$ cat src/rtl/codigo_display.sv
// Receive side of the dispenser code bus: synchronise and debounce the 4-bit code,
// keep the last four accepted codes and scan them onto a 4-digit active-low 7-segment display.
module codigo_display #(
    parameter int SCAN_DIV  = 16,
    parameter int STABLE    = 4,
    parameter int BLINK_DIV = 64
) (
    input  logic       clk,
    input  logic       rst_n,
    input  logic [3:0] code_in,
    output logic [6:0] seg,
    output logic [3:0] an,
    output logic       nuevo,
    output logic [3:0] codigo
);

    localparam logic [3:0] CODE_IDLE = 4'hA;
    localparam logic [3:0] CODE_OUT  = 4'hB;
    localparam int CNT_W   = (STABLE > 1)    ? $clog2(STABLE)    : 1;
    localparam int SCAN_W  = (SCAN_DIV > 1)  ? $clog2(SCAN_DIV)  : 1;
    localparam int BLINK_W = (BLINK_DIV > 1) ? $clog2(BLINK_DIV) : 1;
    localparam logic [CNT_W-1:0]   CNT_MAX   = CNT_W'(STABLE - 1);
    localparam logic [SCAN_W-1:0]  SCAN_MAX  = SCAN_W'(SCAN_DIV - 1);
    localparam logic [BLINK_W-1:0] BLINK_MAX = BLINK_W'(BLINK_DIV - 1);

    // Active-low segment pattern {g,f,e,d,c,b,a} for one digit.
    function automatic logic [6:0] decode(input logic [3:0] v);
        logic [6:0] s;
        case (v)
            4'h0:    s = 7'h40;
            4'h1:    s = 7'h79;
            4'h2:    s = 7'h24;
            4'h3:    s = 7'h30;
            4'h4:    s = 7'h19;
            4'h5:    s = 7'h12;
            4'h6:    s = 7'h02;
            4'h7:    s = 7'h78;
            4'h8:    s = 7'h00;
            4'h9:    s = 7'h10;
            4'hA:    s = 7'h7F;
            4'hB:    s = 7'h03;
            default: s = 7'h3F;
        endcase
        return s;
    endfunction

    logic [3:0]         sync_p0, sync_p1;
    logic [3:0]         cand;
    logic [CNT_W-1:0]   cnt;
    logic [3:0][3:0]    digits;
    logic               accept;
    logic               blink_on, phase;
    logic [BLINK_W-1:0] blink_cnt;
    logic [SCAN_W-1:0]  scan_cnt;
    logic [1:0]         idx;
    logic               blank_d0;

    // Stage boundary: two-flop synchroniser on the asynchronous code bus.
    always_ff @(posedge clk or negedge rst_n) begin
        if (!rst_n) begin
            sync_p0 <= CODE_IDLE;
            sync_p1 <= CODE_IDLE;
        end else begin
            sync_p0 <= code_in;
            sync_p1 <= sync_p0;
        end
    end

    // Stage boundary: debounce; cnt saturates so a held code is accepted only once.
    always_ff @(posedge clk or negedge rst_n) begin
        if (!rst_n) begin
            cand <= CODE_IDLE;
            cnt  <= '0;
        end else if (sync_p1 != cand) begin
            cand <= sync_p1;
            cnt  <= '0;
        end else if (cnt != CNT_MAX) begin
            cnt  <= cnt + 1'b1;
        end
    end

    assign accept = (cnt == CNT_MAX) && (cand != codigo);
    assign nuevo  = accept;

    // Stage boundary: accepted-code history, d0 is the newest.
    always_ff @(posedge clk or negedge rst_n) begin
        if (!rst_n) begin
            codigo <= CODE_IDLE;
            digits <= {4{CODE_IDLE}};
        end else if (accept) begin
            codigo <= cand;
            digits <= {digits[2:0], cand};
        end
    end

    always_ff @(posedge clk or negedge rst_n) begin
        if (!rst_n) begin
            blink_on  <= 1'b0;
            blink_cnt <= '0;
            phase     <= 1'b0;
        end else if (accept) begin
            blink_on  <= (cand == CODE_OUT);
            blink_cnt <= '0;
            phase     <= 1'b0;
        end else if (blink_on) begin
            if (blink_cnt == BLINK_MAX) begin
                blink_cnt <= '0;
                phase     <= ~phase;
            end else begin
                blink_cnt <= blink_cnt + 1'b1;
            end
        end
    end

    always_ff @(posedge clk or negedge rst_n) begin
        if (!rst_n) begin
            scan_cnt <= '0;
            idx      <= 2'd0;
        end else if (scan_cnt == SCAN_MAX) begin
            scan_cnt <= '0;
            idx      <= idx + 2'd1;
        end else begin
            scan_cnt <= scan_cnt + 1'b1;
        end
    end

    assign an       = ~(4'b0001 << idx);
    assign blank_d0 = blink_on && phase && (idx == 2'd0);

    // Stage boundary: registered segment drive, one cycle behind the digit enable.
    always_ff @(posedge clk or negedge rst_n) begin
        if (!rst_n) begin
            seg <= 7'h7F;
        end else begin
            seg <= blank_d0 ? 7'h7F : decode(digits[idx]);
        end
    end

endmodule

$ cat config.mk
export PLATFORM = sky130hd
export DESIGN_NAME = codigo_display
export DESIGN_NICKNAME = d
export VERILOG_FILES = /design/src/rtl/codigo_display.sv
export SDC_FILE = /design/constraint.sdc
export NUM_CORES = 1
export LEC_CHECK = 0
export BUFFER_PORTS_ARGS = -buffer_cell sky130_fd_sc_hd__buf_2
export CELL_PAD_IN_SITES_DETAIL_PLACEMENT = 1
export CELL_PAD_IN_SITES_GLOBAL_PLACEMENT = 1
export CORE_MARGIN = 2
export CORE_UTILIZATION = 42
export CTS_CLUSTER_SIZE = 30
export DETAILED_ROUTE_END_ITERATION = 8
export GPL_TIMING_DRIVEN = 0
export PLACE_DENSITY_LB_ADDON = 0.2
export SYNTH_ARGS = -nofsm -noshare
export SYNTH_HDL_FRONTEND = slang
export SYNTH_SLANG_ARGS = --single-unit
$ cat constraint.sdc
create_clock -name clk -period 2.1 [get_ports clk]
set_input_delay 0.42 -clock clk [delete_from_list [all_inputs] [get_ports clk]]
set_output_delay 0.42 -clock clk [all_outputs]
set_load 0.005 [all_outputs]
### Word level (Yosys, flattened, before mapping)

Memory sizes are Yosys's and may differ from the RTL's.
Cells that the tools add are included.

* reduce and logical (&&, ||, !) cells: 8
* order comparisons: 1
* $add $sub $neg: 4
* shifts and indexed selects: 1
* equality and inequality tests: 7
* multiplexer cells: 12
* bitwise logic cells: 2

Operators with widths (count)
* 6-bit two-way mux: 3
* 4-bit binary-select mux with 2-bit select: 1
* 4-bit equality test (second input constant): 2
* 4-bit two-way mux: 2
* 4-bit inequality test: 2
* 7-bit two-way mux: 1
* 6-bit by 1-bit adder with 6-bit output (second input constant): 1
* 6-bit equality test (second input constant): 1
* 2-bit nonzero test: 3
* 2-bit by 1-bit adder with 2-bit output (second input constant): 2
* 4-bit by 1-bit adder with 4-bit output (second input constant): 1
* 2-bit two-way mux: 2
* 4-bit inverter: 1
* 1-bit by 2-bit << shifter with 4-bit output (first input constant): 1
* 1-bit logical AND: 3
* 2-bit by 3-bit less-than comparator with 1-bit output (second input constant): 1
* 1-bit two-way mux: 3
* 2-bit equality test (second input constant): 1
* 2-bit zero test: 1
* 2-bit inequality test (second input constant): 1
* 2-bit AND reduction: 1
* 1-bit inverter: 1

* memory bits (read-only): 112
* memories: 1
* bits in registers: 51

Memory list
* (no name shown): depth 16, bits a word 7, read ports 1, clocked after Yosys merged registers in 0, wr ports 0, RTL line 29 `case (v)`

### Logic depth before layout (Yosys ltp)

* depth after elaboration: 4
* gate-level depth with buffers: 7
* mapped depth without buffers: 6

### Least setup slack after synthesis

Ideal clock, no wire load.

* kind: register -> register
* from: register idx[0]
* to: register seg[4]
* stages on the path, launching flop included: 8
* buffers on the path: 1
* clock period less this slack: 2053 ps
* setup slack: 47 ps
* arrival time: 1973 ps
* path through: dfrtp_1 > buf_6 > mux4_1 > inv_1 > ha_1 > mux2_4 > o2bb2ai_1 > nand2_1

* longest elaborated chain between the ends: 4
* elaborated cells on any way between the ends: 6

RTL lines
* start, declared: RTL line 55 `logic [1:0] idx;`
* start signal, assigned: RTL line 121 `idx <= idx + 2'd1;`
* 4-bit binary-select mux with 2-bit select: RTL line 135 `seg <= blank_d0 ? 7'h7F : decode(digits[idx]);`
* 4-bit two-way mux (implied by the code): RTL line 135
* memory read 16 x 7 bit
* 7-bit two-way mux *: RTL line 135
* end signal, assigned: RTL line 135
* end, declared: RTL line 11 `output logic [6:0] seg,`

Every way passes the cells marked *; elsewhere a longest branch is shown, timed or not. The select of a mux whose other input is x is not followed.
A chain may end at the register's enable or synchronous reset.

==> out/summary.txt <==
Reg2reg start - idx[0]
Post-Syn Instances - 206
Crit path kind - register to primary output
# IOs - 22
Peak VDD IR - 0.4413 mV
Synthesized net count - 225
All-Layer GR Usage - 15.88%
Unrepaired setup endpoints after global routing - yes
Setup Skew - 0.004964 ns
Hold path start - code_in[3]
DPL Wire Length - 2953 um
H-tree depth - 2
Final setup TNS - -0.02851 ns
Outcome - finished with violations
Setup violations, final - 1
Synthesized area - 0.002371 mm^2
Placer Congestion - 0.7490
Seq/Total Area, Yosys - 54.93%
Worst slew pin tran - 1.104 ns
Main flop type after synthesis - dfrtp_1
Initial antenna violation count - 0
Peak Freq - 469.8 MHz
Largest net degree at the start of global routing - 52
Worst Hold Depth - 1
Place WS - -0.1580 ns
IO Port Bufs - 21
First-pass GRT wire length - 7569 um
Commonest non-fill, non-tap cells in the layout - 42 x nand2_1, 29 x dfrtp_1, 21 x buf_2, 21 x dfstp_2, 15 x buf_4
Fraction of layout cells with a size suffix above 1 - 34.84%
Max cap viols - 0
WHS Endpoint - sync_p0[3]
Number of synthesized flops with an enable pin - 0
Num CTS Buffers - 5
PwrDens - 601.0 mW/mm^2
Gr ovfl total - 0
CP arrival - 1.71 ns
Async SR Flop Fraction - 100.0%
Skew-Pair Late Insertion Delay - 0.31 ns
Hold Violations, Final - 0
Vias in the first global route - 1590
Layout area overhead - 16.68%
Final design utilization - 50.55%
Min Hold Slack - 0.2009 ns
Clock root cell - clkbuf_8
Ant. Diodes - 0
Ys Warns - 0
Reg2reg path depth - 7
Netlist cell types - 32
Leakage - 1.358 nW
Via-to-Cell Ratio - 4.892
DRT antenna net count - 0
Die Footprint - 0.006262 mm^2
CTS tree - done
Vias - 1546
Clk buf depth - 2
Rel. slew slack - 26.42%
Clock-pin transition on the worst setup and hold timing paths - 0.09 ns
Crit path launch type - register
Final net count - 262
Avg Cell Area, Syn - 11.51 um^2
Max-slew violation count - 0
Fin crit share - 101.4%
Most common cell after layout, fill and taps aside - nand2_1
Required @ worst endpoint - 1.68 ns
Post-Route WL - 4387 um
Worst setup EP type - primary output
Hold crit path type - input pin to register
DIE HEIGHT - 79.14 um
CP Max Fanout - 2
Drt first pass iters - 4
Sink Count - 51
Wire per inst - 13.88 um
Starting Density - 43.32%
Reg2Reg Setup Slack - 0.12 ns
Residual DRC count - 0
Final Power - 1.663 mW
Failing checks - setup timing
Core footprint - 0.005473 mm^2
Iteration-0 DRC Markers - 54
Row cnt - 27
Fin worst setup slack - -0.02851 ns
Die width - 79.14 um
Flops & latches, synth - 51
Worst r2r dst - seg[4]
Minimum clock period - 2.129 ns
## power by group
group	switching, mW	internal [mW]	leakage [nW]
Combinational	0.0315	0.0196	0.704
Clock	0.326	0.269	0.0474
Sequential	0.0128	1.00	0.607
## sequential cells by signal, summed over array words and instances, names as in the netlist, 4 cells and up
| register | cells |
|---|---|
| cand | 4 |
| sync_p1 | 4 |
| digits | 16 |
| seg | 7 |
| scan_cnt | 4 |
| blink_cnt | 6 |
| sync_p0 | 4 |
## synth_stat cells (2+ instances only)
library cell,instances,area [um^2]
o21ai_0,7,35.03
nand2_1,42,157.7
dfrtp_1,30,750.7
a22oi_1,2,15.01
mux2i_1,6,60.06
nor2_1,13,48.80
inv_1,10,37.54
nand3_1,3,15.01
buf_4,4,30.03
clkbuf_1,6,22.52
xnor2_1,6,52.55
dfstp_2,21,551.8
a21oi_1,5,25.02
buf_2,2,10.01
ha_1,13,162.7
buf_6,2,22.52
nand4_1,4,25.02
mux2_2,5,56.30
xor2_1,10,87.58
mux4_1,3,78.83
## final cells by class
cell class	instances	area, um^2
Fill cell	609	2706
Clock inverter	2	16.27
Multi-Input combinational cell	130	948.4
Clock buffer	6	82.58
Timing Repair Buffer	32	193.9
Inverter	11	55.05
Tap cell	72	90.09
Sequential cell	51	1304
Buffer	12	76.32
## how the worst max path moves through the flow
stage,start,endpoint,slack [ns],depth (start not counted)
after floorplan,idx[0],seg[4],0.05,7
after global placement,digits[3],nuevo,-0.15,5
after detailed placement,idx[0],seg[4],-0.16,7
after CTS,cand[1],nuevo,-0.04,4
after global routing,digits[1],nuevo,-0.1,4
final,digits[1],nuevo,-0.03,4
## worst max-delay path: stages, from the launching register on
cell      delay (ns)
dfstp_2         0.57
xor2_2          0.09
o41ai_4         0.40
bufinv_8        0.25
buf_6           0.10
## layer usage
metal | global-route usage, % | wire length, um
met5 | 0 | 0
met1 | 19.35 | 1949
met3 | 4.091 | 154
met2 | 27.46 | 2230
met4 | 5.172 | 52
## kinds of logic after synthesis
kind of cell,share of synthesized area [%]
flip-flops,54.93
AND/OR/NAND/NOR,11.82
multiplexers,9.815
XOR/XNOR,5.910
buffers and inverters,5.330
AO/OA/AOI/OAI,5.330
adder cells (fa/ha/maj),6.860
## through the flow
stage | instance area (um^2) | std cells
2_1_floorplan | 2371 | 206
3_3_place_gp | 2566 | 299
3_5_place_dp | 2566 | 299
4_1_cts | 2721 | 311
5_1_grt | 2766 | 316
6_report | 2766 | 316
## timing repair
item | 4_1_cts | 5_1_grt
setup buffers | 6 | 5
pin swaps | 1 | 0
resized for setup | 8 | 2
hold buffers | 0 | 0
endpoints found under the setup margin | 2 | 2
Power figures use the tool's default switching activity.
